### src/rtl/i2s_sample_bridge_if.sv
// i2s_sample_bridge_if: codec serial pins plus the engine sample handshake
interface i2s_sample_bridge_if #(
  parameter int data_width = 16
);
  logic                  i2s_bclk;
  logic                  i2s_lrclk;
  logic                  i2s_sdin;
  logic                  i2s_sdout;
  logic [data_width-1:0] in_sample;
  logic                  sample_valid;
  logic [data_width-1:0] out_sample;
  logic                  engine_ready;
  logic [7:0]            late_count;
  modport master (
    output i2s_bclk, i2s_lrclk, i2s_sdout, in_sample, sample_valid, late_count,
    input  i2s_sdin, out_sample, engine_ready
  );
  modport slave (
    input  i2s_bclk, i2s_lrclk, i2s_sdout, in_sample, sample_valid, late_count,
    output i2s_sdin, out_sample, engine_ready
  );
endinterface

### src/rtl/i2s_sample_bridge.sv
// i2s_sample_bridge: I2S master that feeds left ADC samples to the engine and plays its results on both DAC slots
module i2s_sample_bridge #(
  parameter int data_width = 16,
  parameter int slot_width = 32,
  parameter int bclk_div   = 4
) (
  input logic                clk,
  input logic                reset,
  i2s_sample_bridge_if.master bus
);
  localparam int D  = data_width;
  localparam int S  = slot_width;
  localparam int F  = 2 * slot_width;
  localparam int dw = $clog2(bclk_div);
  localparam int pw = $clog2(F);
  localparam logic [dw-1:0] div_last = dw'(bclk_div - 1);
  localparam logic [pw-1:0] p_last   = pw'(F - 1);
  logic [dw-1:0] div_ctr;
  logic [pw-1:0] p, p_nxt;
  logic          bclk, lrclk, sdout, pend, sample_valid, prev_ready, result_fresh;
  logic          tick, rise, fall, frame_start, right_start, tx_act, capture;
  logic [D-1:0]  rx_shift, tx_shift, tx_hold, tx_copy, tx_src, in_sample;
  logic [7:0]    late;
  always_comb begin
    tick        = div_ctr == div_last;
    rise        = tick && !bclk;
    fall        = tick && bclk;
    p_nxt       = (p == p_last) ? '0 : p + 1'b1;
    frame_start = fall && p_nxt == '0;
    right_start = fall && p_nxt == pw'(S);
    tx_act      = p_nxt < pw'(D) || (p_nxt >= pw'(S) && p_nxt < pw'(S + D));
    tx_src      = frame_start ? tx_hold : right_start ? tx_copy : tx_shift;
    capture     = bus.engine_ready && !prev_ready;
  end
  always_ff @(posedge clk) begin
    if (reset) begin
      div_ctr      <= '0;
      bclk         <= 1'b0;
      lrclk        <= 1'b1;
      sdout        <= 1'b0;
      p            <= p_last;
      rx_shift     <= '0;
      tx_shift     <= '0;
      tx_hold      <= '0;
      tx_copy      <= '0;
      in_sample    <= '0;
      pend         <= 1'b0;
      sample_valid <= 1'b0;
      prev_ready   <= 1'b0;
      result_fresh <= 1'b0;
      late         <= '0;
    end else begin
      div_ctr      <= tick ? '0 : div_ctr + 1'b1;
      bclk         <= tick ? !bclk : bclk;
      prev_ready   <= bus.engine_ready;
      pend         <= rise && p == pw'(D - 1);
      sample_valid <= pend;
      if (pend) in_sample <= rx_shift;
      if (rise && p < pw'(D)) rx_shift <= {rx_shift[D-2:0], bus.i2s_sdin};
      // tx_shift holds the bits still to be sent; the MSB goes straight to sdout
      if (fall) begin
        p     <= p_nxt;
        lrclk <= p_nxt >= pw'(S - 1) && p_nxt <= pw'(F - 2);
        sdout <= tx_act && tx_src[D-1];
        if (tx_act) tx_shift <= tx_src << 1;
      end
      if (frame_start) begin
        tx_copy <= tx_hold;
        if (!result_fresh && late != 8'hFF) late <= late + 8'd1;
      end
      result_fresh <= capture ? 1'b1 : frame_start ? 1'b0 : result_fresh;
      if (capture) tx_hold <= bus.out_sample;
    end
  end
  assign bus.i2s_bclk     = bclk;
  assign bus.i2s_lrclk    = lrclk;
  assign bus.i2s_sdout    = sdout;
  assign bus.in_sample    = in_sample;
  assign bus.sample_valid = sample_valid;
  assign bus.late_count   = late;
endmodule

### src/flat_wrapper.sv
// flat-port wrapper written by rule: the top's interface ports become plain ports
module i2s_sample_bridge_flat 
#(
  parameter int data_width = 16,
  parameter int slot_width = 32,
  parameter int bclk_div   = 4
)
  (clk, reset, bus_i2s_bclk, bus_i2s_lrclk, bus_i2s_sdout, bus_in_sample, bus_sample_valid, bus_late_count, bus_i2s_sdin, bus_out_sample, bus_engine_ready);
  i2s_sample_bridge_if #(.data_width(data_width)) bus_i ();
  input logic clk;
  input logic reset;
  output wire logic [$bits(bus_i.i2s_bclk)-1:0] bus_i2s_bclk;
  output wire logic [$bits(bus_i.i2s_lrclk)-1:0] bus_i2s_lrclk;
  output wire logic [$bits(bus_i.i2s_sdout)-1:0] bus_i2s_sdout;
  output wire logic [$bits(bus_i.in_sample)-1:0] bus_in_sample;
  output wire logic [$bits(bus_i.sample_valid)-1:0] bus_sample_valid;
  output wire logic [$bits(bus_i.late_count)-1:0] bus_late_count;
  input wire logic [$bits(bus_i.i2s_sdin)-1:0] bus_i2s_sdin;
  input wire logic [$bits(bus_i.out_sample)-1:0] bus_out_sample;
  input wire logic [$bits(bus_i.engine_ready)-1:0] bus_engine_ready;
  assign bus_i2s_bclk = bus_i.i2s_bclk;
  assign bus_i2s_lrclk = bus_i.i2s_lrclk;
  assign bus_i2s_sdout = bus_i.i2s_sdout;
  assign bus_in_sample = bus_i.in_sample;
  assign bus_sample_valid = bus_i.sample_valid;
  assign bus_late_count = bus_i.late_count;
  assign bus_i.i2s_sdin = bus_i2s_sdin;
  assign bus_i.out_sample = bus_out_sample;
  assign bus_i.engine_ready = bus_engine_ready;
  i2s_sample_bridge #(.data_width(data_width), .slot_width(slot_width), .bclk_div(bclk_div)) u_core (.clk(clk), .reset(reset), .bus(bus_i));
endmodule
### config.mk
export PLATFORM = sky130hd
export DESIGN_NAME = i2s_sample_bridge_flat
export DESIGN_NICKNAME = d
export VERILOG_FILES = /design/src/rtl/i2s_sample_bridge_if.sv /design/src/rtl/i2s_sample_bridge.sv /design/src/flat_wrapper.sv
export SDC_FILE = /design/constraint.sdc
export NUM_CORES = 1
export LEC_CHECK = 0
export CORE_ASPECT_RATIO = 0.5
export CORE_MARGIN = 2
export CORE_UTILIZATION = 50
export CTS_BUF_LIST = sky130_fd_sc_hd__clkbuf_4 sky130_fd_sc_hd__clkbuf_8 sky130_fd_sc_hd__clkbuf_16
export CTS_CLUSTER_DIAMETER = 60
export DETAILED_ROUTE_END_ITERATION = 10
export PLACE_DENSITY = 0.69
export SLEW_MARGIN = 20
export SYNTH_ARGS = -nofsm -noshare
export SYNTH_HDL_FRONTEND = slang
export SYNTH_SLANG_ARGS = --single-unit
### constraint.sdc
create_clock -name clk -period 3.4 [get_ports clk]
set_clock_uncertainty 0.2 [all_clocks]
set_input_delay 0.34 -clock clk [delete_from_list [all_inputs] [get_ports clk]]
set_output_delay 0.34 -clock clk [all_outputs]
set_load 0.005 [all_outputs]
==> impl_metrics.json, run 1 <==
{
  "fillers": 796,
  "finalCoreUtilization": 0.6039,
  "r2r_end": "u_core.bus.late_count[7]",
  "status": "finished, final reports clean",
  "internal_power_mw": 1.821,
  "clockPowerShare": 0.425,
  "clk_pin_slew_ns": 0.07,
  "r2r_slack_ns": 0.44,
  "finalSetupViolCount": 0,
  "portBuffers": 47,
  "start_util": 0.5107,
  "grt_usage": 0.2160,
  "worstPathCellList": "ha_1, nand4_1, a2111o_1, a221oi_4, buf_12, nand4_2, mux2_1",
  "drt_wl_total_um": 9755,
  "synth_top_area_frac": 0.4639,
  "slew_violations": 0,
  "ys_warn_count": 0,
  "dieWidth_um": 136.7,
  "cts_tree": "built",
  "final_common_cell": "dfxtp_1",
  "multi_input_area_mm2": 0.002178,
  "yosys.area.top_type": "dfxtp_1",
  "hp-class": "register to register",
  "grt_max_degree": 89,
  "period_share": 0.8701,
  "yosysUniqueCellTypes": 50,
  "slowest_delay_ns": 0.56,
  "synthAdderAreaFrac": 0.01421,
  "cts_root_buffer": "clkbuf_16",
  "grt_antenna_before_repair": 0,
  "finalCriticalPeriod_ns": 2.958,
  "critical_path_class": "register to register",
  "n_antenna_cell": 0,
  "synth_edf_count": 0,
  "seq_area_mm2": 0.002042,
  "syn_inst": 511,
  "seqPwrFrac": 0.526,
  "r2r_cells": 7,
  "worst_setup_path_start_kind": "register",
  "area_delta_synth_final_pct": 18.25,
  "cts.htree.levels": 3,
  "cts_buffers": 9,
  "critical_path_buf_inv_count": 1,
  "synth_top_family_by_area": "simple AND/OR/NAND/NOR gates",
  "hold_buffers": 0,
  "comb_power_share": 0.049,
  "clock_sinks": 102,
  "synth_area_leaders": "dfxtp_1 46%, mux2i_1 8.6%, nand2_1 7.8%",
  "cp.required_ns": 3.43,
  "ys_async_sr_fraction": 0,
  "first_pass_iters": 5,
  "synth_compound_gate_area_share": 0.1777,
  "nNetsFinal": 564,
  "synth_mux_area_frac": 0.09409,
  "synth_xor_area_frac": 0.007959,
  "holdPathEnd": "u_core.div_ctr[0]",
  "synth.avg_cell_area_um2": 8.614,
  "synth_area_mm2": 0.004402,
  "ant_nets": 0,
  "grt_pass1_wl_um": 16400,
  "p_leak_nw": 1.879,
  "power.density_mw_per_mm2": 449.0,
  "max_freq_mhz": 338.0,
  "clk_latency_ns": 0.34,
  "coreArea_mm2": 0.008618,
  "p_sw_mw": 0.5163,
  "hold_path_depth": 1,
  "wl_per_cell_um": 14.80,
  "num_rows": 24,
  "die_y_um": 70.35,
  "grt_overflow": 0,
  "ir_worst_vdd_v": 0.0002458,
  "rr_startpoint": "u_core.p[0]",
  "post_cts_resized": 0,
  "path_max_fanout": 31,
  "end_kind": "register",
  "ios": 48,
  "synthSimpleGateAreaFrac": 0.1995,
  "ys_ff_latch": 102,
  "worst_pin_slew_ns": 0.9590,
  "cts_max_path_buffers": 2,
  "dieArea_mm2": 0.009615,
  "synth-main-ff-cell": "dfxtp_1",
  "swShare": 0.2209,
  "dp_hpwl_um": 6231,
  "synthesis.nets": 536,
  "post_cts_buffers": 0,
  "cap_viol_max_count": 0,
  "slew_headroom": 0.3598,
  "final_cell_mix": "102 x dfxtp_1, 91 x nand2_1, 56 x a21oi_1",
  "tns_ns": 0,
  "rsz0062_at_grt": "no",
  "viasPerCell": 5.599,
  "critPathSlowestCell": "dfxtp_1",
  "drtIter0Drc": 217,
  "grt_pass1_vias": 3341,
  "critPathArrivalTime_ns": 2.99,
  "vias": 3690,
  "hp-start": "u_core.div_ctr[0]",
  "critical_path.top_delay_family": "compound AO/OA/AOI/OAI gates",
  "gp_congestion": 0.8552,
  "drc": 0,
  "drive_above_1_share": 0.06273,
  "finalHoldViolCount": 0,
  "ys_seq_area_frac": 0.4639
}
final cells by class:
class,count,area share
Sequential cell,102,0.3923
Clock buffer,9,0.04327
Timing Repair Buffer,55,0.1034
Clock inverter,5,0.01010
Multi-Input combinational cell,365,0.4185
Tap cell,117,0.02812
Inverter,6,0.004327
through the flow:
stage	hold WS (ns)	power (mW)	instances	instance area (um2)	setup slack, ns
after detailed placement	0.2167	1.373	645	4927	0.5098
final	0.2240	2.337	659	5205	0.4416
after floorplan	0.2043	1.325	511	4402	0.9641
after global routing	0.2510	2.421	659	5205	0.3019
after CTS	0.2260	2.355	659	5205	0.4896
after global placement	0.2146	1.370	645	4927	0.6041
state kept, by name (all words and copies together) (netlist names), 2 cells and up:
| name | cells |
|---|---|
| u_core.rx_shift | 16 |
| u_core.tx_hold | 16 |
| u_core.bus.in_sample | 16 |
| u_core.tx_copy | 16 |
| u_core.div_ctr | 2 |
| u_core.tx_shift | 15 |
| u_core.p | 6 |
| u_core.bus.late_count | 8 |
cell families after synthesis:
group / count (synthesis)
AOI/OAI and AO/OA: 122
adders and majority gates: 5
buffers and inverters: 44
DFF: 102
and+or+nand+nor: 193
xor gates and xnor gates: 4
muxes: 41
synth_stat cells (5+ instances only):
library cell and count:
mux2i_1 38, nand2_1 91, and2_1 5, o2111ai_1 9, a31oi_1 7, nor2_1 45, ha_1 5, nand2b_1 10
inv_1 5, o21ai_0 18, buf_2 6, buf_1 7, clkbuf_1 22, and3_1 13, o32ai_1 9, dfxtp_1 102
a21oi_1 56, nor2b_1 6, a21o_1 5, nand3_1 9
power by group through the flow:
| stage | clock, mW | combinational (mW) | sequential (mW) |
|---|---|---|---|
| 6_report | 0.993 | 0.114 | 1.23 |
| 5_1_grt | 1.06 | 0.129 | 1.23 |
| 4_1_cts | 1.01 | 0.116 | 1.23 |
| 3_5_place_dp | 0 | 0.115 | 1.26 |
| 3_3_place_gp | 0 | 0.113 | 1.26 |
| 2_1_floorplan | 0 | 0.0751 | 1.25 |
worst max path at each step:
stage / startpoint / endpoint / slack (ns) / cells after the start
after floorplan: u_core.p[1] / u_core.bus.late_count[7] / 0.96 / 8
after global placement: u_core.p[0] / u_core.bus.late_count[7] / 0.60 / 7
after detailed placement: u_core.p[0] / u_core.bus.late_count[7] / 0.51 / 7
after CTS: u_core.p[0] / u_core.bus.late_count[7] / 0.49 / 7
after global routing: u_core.p[0] / u_core.bus.late_count[7] / 0.30 / 7
final: u_core.p[0] / u_core.bus.late_count[7] / 0.44 / 7
worst register-to-register path, cell delays in order, from the launching register on:
cell      delay, ns
dfxtp_1        0.56
ha_1           0.41
nand4_1        0.19
a2111o_1       0.53
a221oi_4       0.24
buf_12         0.25
nand4_2        0.12
mux2_1         0.34
metal layers:
layer | vias to the layer above | routed length, um | GRT usage
met2 | 83 | 4278 | 0.3239
met4 | 0 | 80 | 0.05556
met5 | - | 0 | 0
li1 | 1845 | - | -
met1 | 1755 | 4916 | 0.3056
met3 | 7 | 480 | 0.06028
(Power assumes the default switching activity.)
==> inputs of run 2 (changes only) <==
--- a/config.mk
+++ b/config.mk
@@ -11,6 +11,7 @@
 export CTS_BUF_LIST = sky130_fd_sc_hd__clkbuf_4 sky130_fd_sc_hd__clkbuf_8 sky130_fd_sc_hd__clkbuf_16
 export CTS_CLUSTER_DIAMETER = 60
 export DETAILED_ROUTE_END_ITERATION = 10
+export GPL_TIMING_DRIVEN = 0
 export PLACE_DENSITY = 0.69
 export SLEW_MARGIN = 20
 export SYNTH_ARGS = -nofsm -noshare
==> constraint.sdc (replaced) <==
create_clock -name clk -period 3.4 [get_ports clk]
set_clock_uncertainty 0.2 [all_clocks]
set_input_delay 0.68 -clock clk [delete_from_list [all_inputs] [get_ports clk]]
set_output_delay 0.68 -clock clk [all_outputs]
set_load 0.005 [all_outputs]
==> impl_metrics.json, run 2 (synthesis gave the netlist of run 1 again) <==
{
  "n_antenna_cell": 0,
  "critPathArrivalTime_ns": 2.75,
  "grt_usage": 0.2318,
  "met1Wirelength_um": 5074,
  "period_share": 0.7985,
  "slew_headroom": 0.4252,
  "dr.max_layer_used": "met4",
  "cts_max_path_buffers": 2,
  "grt_pass1_vias": 3493,
  "viasPerCell": 5.462,
  "drt_wl_total_um": 10460,
  "startpoint": "u_core.p[1]",
  "cts_buffers": 9,
  "cp.required_ns": 3.43,
  "slew_violations": 0,
  "hold_path_depth": 1,
  "power.total_mw": 2.407,
  "final_common_cell": "dfxtp_1",
  "grt_max_degree": 17,
  "power.density_mw_per_mm2": 452.0,
  "ant_nets": 0,
  "vias": 3769,
  "cap_viol_max_count": 0,
  "grt_pass1_wl_um": 17510,
  "p_leak_nw": 1.908,
  "die_y_um": 70.35,
  "hp-class": "register to register",
  "first_pass_iters": 5,
  "post_cts_resized": 0,
  "dieArea_mm2": 0.009615,
  "clock_sinks": 102,
  "coreArea_mm2": 0.008618,
  "gp_congestion": 0.8501,
  "dp.cells": 674,
  "drive_above_1_share": 0.06283,
  "area_delta_synth_final_pct": 20.98,
  "post_cts_buffers": 0,
  "fin_cells": 690,
  "critical_path_class": "register to register",
  "worst_setup_path_start_kind": "register",
  "end_kind": "register",
  "tns_ns": 0,
  "path_max_fanout": 10,
  "num_rows": 24,
  "grt_overflow": 0,
  "start_util": 0.5107,
  "final_cell_mix": "102 x dfxtp_1, 91 x nand2_1, 56 x a21oi_1",
  "wl_per_cell_um": 15.16,
  "clk_pin_slew_ns": 0.07,
  "routed-wl-met2_um": 4647,
  "ios": 48,
  "status": "finished, final reports clean",
  "dieWidth_um": 136.7,
  "hp-start": "u_core.div_ctr[0]",
  "drc": 0,
  "dp_hpwl_um": 7362,
  "r2r_cells": 8,
  "grt_antenna_before_repair": 0,
  "clk_latency_ns": 0.34,
  "rsz0062_at_grt": "no",
  "finalCriticalPeriod_ns": 2.715,
  "cts_root_buffer": "clkbuf_16",
  "ir_worst_vdd_v": 0.0002826,
  "worst_pin_slew_ns": 0.8510,
  "rr_startpoint": "u_core.p[1]",
  "hold_buffers": 0,
  "r2r_end": "u_core.bus.late_count[7]",
  "r2r_slack_ns": 0.69,
  "finalHoldViolCount": 0,
  "nNetsFinal": 593,
  "finalCoreUtilization": 0.6179,
  "finalSetupViolCount": 0,
  "portBuffers": 46,
  "cts.htree.levels": 3,
  "met3WireLength_um": 661,
  "drtIter0Drc": 303,
  "fillers": 788,
  "holdPathEnd": "u_core.div_ctr[0]",
  "cts_tree": "built",
  "max_freq_mhz": 368.3
}
run 2: layout make-up:
cell class / instances / area, um2 / share of cell area
Clock buffer: 11 / 252.7 / 0.04746
Tap cell: 117 / 146.4 / 0.02749
Multi-Input combinational cell: 365 / 2178 / 0.4091
Buffer: 38 / 165.2 / 0.03101
Inverter: 6 / 22.52 / 0.004229
Clock inverter: 5 / 57.56 / 0.01081
Sequential cell: 102 / 2042 / 0.3835
Timing Repair Buffer: 46 / 460.4 / 0.08647
run 2: stage by stage:
step | area, um2 | worst slack [ns] | hold slack, ns
finish | 5325 | 0.6852 | 0.2285
global route | 5325 | 0.5625 | 0.2462
CTS | 5319 | 0.7007 | 0.2322
detailed placement | 5009 | 0.7133 | 0.2179
global placement | 5009 | 0.7273 | 0.2145
floorplan | 4402 | 0.9641 | 0.2043
run 2: power by group:
part	leakage (nW)	total, mW	internal [mW]	switching [mW]
combinational	0.939	0.123	0.0516	0.0715
clock	0.144	1.05	0.609	0.445
sequential	0.825	1.23	1.21	0.0165
total	1.91	2.41	1.87	0.533
run 2: worst max-delay path: stages, from the launching register on:
cell and delay, ns:
dfxtp_1 0.37, ha_1 0.15, buf_2 0.20, nand4_1 0.17, a2111o_1 0.52, a221oi_4 0.31
buf_6 0.23, nand4_2 0.09, mux2_1 0.34
run 2: worst max-delay path by stage:
stage | to | slack [ns] | cells after the start
after detailed placement | u_core.tx_shift[15] | 0.71 | 8
after CTS | u_core.tx_shift[14] | 0.70 | 8
after global placement | u_core.tx_shift[14] | 0.73 | 8
final | u_core.bus.late_count[7] | 0.69 | 8
after floorplan | u_core.bus.late_count[7] | 0.96 | 8
after global routing | u_core.tx_copy[15] | 0.56 | 8
run 2: per-layer routing:
| layer | up-vias | global-route usage |
|---|---|---|
| met5 | - | 0 |
| met4 | 0 | 0.05671 |
| met3 | 10 | 0.06899 |
| met2 | 87 | 0.3483 |
| met1 | 1772 | 0.3254 |
| li1 | 1900 | - |
==> inputs of run 3 (changes only) <==
--- a/config.mk
+++ b/config.mk
@@ -12,7 +12,7 @@
 export CTS_CLUSTER_DIAMETER = 60
 export DETAILED_ROUTE_END_ITERATION = 10
 export GPL_TIMING_DRIVEN = 0
-export PLACE_DENSITY = 0.69
+export PLACE_DENSITY = 0.72
 export SLEW_MARGIN = 20
 export SYNTH_ARGS = -nofsm -noshare
 export SYNTH_HDL_FRONTEND = slang
==> constraint.sdc (replaced) <==
create_clock -name clk -period 2.4 [get_ports clk]
set_clock_uncertainty 0.2 [all_clocks]
set_input_delay 0.48 -clock clk [delete_from_list [all_inputs] [get_ports clk]]
set_output_delay 0.48 -clock clk [all_outputs]
set_load 0.005 [all_outputs]
==> impl_metrics.json, run 3 (synthesis gave the netlist of run 1 again) <==
{
  "ir_worst_vdd_v": 0.0004235,
  "end_kind": "register",
  "hp-class": "register to register",
  "gp_congestion": 0.8809,
  "grt_antenna_before_repair": 0,
  "final_common_cell": "dfxtp_1",
  "grt_max_degree": 17,
  "period_share": 0.9994,
  "cts_max_path_buffers": 2,
  "max_freq_mhz": 416.9,
  "drtIter0Drc": 273,
  "grt_overflow": 0,
  "slew_headroom": 0.4468,
  "critical_path_class": "register to register",
  "critPathArrivalTime_ns": 2.44,
  "clockPowerShare": 0.419,
  "p_sw_mw": 0.7726,
  "die_y_um": 70.35,
  "clk_pin_slew_ns": 0.07,
  "power.total_mw": 3.311,
  "swShare": 0.2333,
  "dp.cells": 674,
  "comb_power_share": 0.055,
  "wl_per_cell_um": 15.12,
  "cts_buffers": 9,
  "worst_setup_path_start_kind": "register",
  "final_cell_mix": "98 x dfxtp_1, 90 x nand2_1, 56 x a21oi_1",
  "grt_usage": 0.2356,
  "drc": 0,
  "slew_violations": 0,
  "vias": 3828,
  "drt_wl_total_um": 10480,
  "grt_pass1_vias": 3695,
  "cts_root_buffer": "clkbuf_16",
  "finalCoreUtilization": 0.6320,
  "cts.htree.levels": 3,
  "portBuffers": 46,
  "dieWidth_um": 136.7,
  "hold_path_depth": 1,
  "fin_cells": 693,
  "worst_pin_slew_ns": 0.8298,
  "area_delta_synth_final_pct": 23.73,
  "finalSetupViolCount": 0,
  "start_util": 0.5107,
  "path_max_fanout": 6,
  "ant_nets": 0,
  "cap_viol_max_count": 0,
  "rsz0062_at_grt": "yes",
  "drive_above_1_share": 0.09375,
  "nNetsFinal": 597,
  "grt_pass1_wl_um": 17890,
  "dp_hpwl_um": 7127,
  "ios": 48,
  "dieArea_mm2": 0.009615,
  "cp.required_ns": 2.44,
  "power.density_mw_per_mm2": 607.9,
  "clk_latency_ns": 0.35,
  "r2r_cells": 7,
  "first_pass_iters": 5,
  "num_rows": 24,
  "status": "finished, final reports clean",
  "internal_power_mw": 2.539,
  "cts_tree": "built",
  "hold_buffers": 0,
  "clock_sinks": 102,
  "coreArea_mm2": 0.008618,
  "n_antenna_cell": 0,
  "viasPerCell": 5.524,
  "seqPwrFrac": 0.526,
  "tns_ns": 0,
  "finalHoldViolCount": 0,
  "p_leak_nw": 1.948,
  "finalCriticalPeriod_ns": 2.399
}
[run 3: cell types whose count changed in the layout (fill, tap and decap cells not counted), moves of 2 or more]
| cell | delta |
|---|---|
| buf_4 | +5 |
| buf_2 | -4 |
| dfxtp_1 | -4 |
| clkbuf_4 | +3 |
| dfxtp_2 | +3 |
| mux2_1 | -3 |
| mux2_4 | +3 |
| clkbuf_1 | -2 |
| ha_1 | -2 |
| ha_4 | +2 |
[run 3: area by class of cell]
type / instances / area [um2]
clock inverters: 4 / 32.53
well taps: 117 / 146.4
plain buffers: 36 / 168.9
flip-flops and latches: 102 / 2049
repair buffers: 52 / 518.0
clock buffers: 11 / 246.5
multi-input cells: 365 / 2262
fillers: 760 / 3172
inverters: 6 / 22.52
[run 3: path summary, 6_finish.rpt]
check	to	slack [ns]	start
worst max-delay path	u_core.bus.late_count[5]	0.001	u_core.p[1]
worst min-delay path	u_core.div_ctr[0]	0.24	u_core.div_ctr[0]
worst max register to register	u_core.bus.late_count[5]	0.001	u_core.p[1]
worst min register to register	u_core.div_ctr[0]	0.24	u_core.div_ctr[0]
[run 3: what timing repair did]
action	in CTS	in global routing
setup endpoints to repair	48	38
pin swaps	2	3
setup buffers	5	1
gates resized for setup	10	10
[run 3: stage by stage]
step | hold WS [ns] | setup WS [ns] | cell area, um2
final | 0.2439 | 0.001490 | 5446
after global routing | 0.2589 | -0.08948 | 5446
after CTS | 0.2418 | -0.02947 | 5405
after detailed placement | 0.2262 | -0.1695 | 5036
after global placement | 0.2143 | -0.1688 | 5036
after floorplan | 0.2043 | -0.02854 | 4429
[run 3: power by group through the flow]
stage	Sequential (mW)	Clock [mW]	Combinational (mW)
6_report	1.74	1.39	0.182
5_1_grt	1.74	1.46	0.206
4_1_cts	1.74	1.40	0.178
3_5_place_dp	1.78	0	0.174
3_3_place_gp	1.78	0	0.171
2_1_floorplan	1.77	0	0.108
[run 3: per-layer routing]
| metal | GRT usage | routed length, um |
|---|---|---|
| met1 | 0.3365 | 5283 |
| met2 | 0.3494 | 4433 |
| met3 | 0.06754 | 657 |
| met4 | 0.05903 | 101 |
| met5 | 0 | 0 |
[run 3: worst max-delay path, stage by stage, from the launching register on]
cell and delay, ns:
dfxtp_4 0.36, ha_4 0.18, a31o_1 0.18, a2111o_1 0.47, a221oi_4 0.30, buf_6 0.21
nand3_2 0.08, mux2_4 0.32
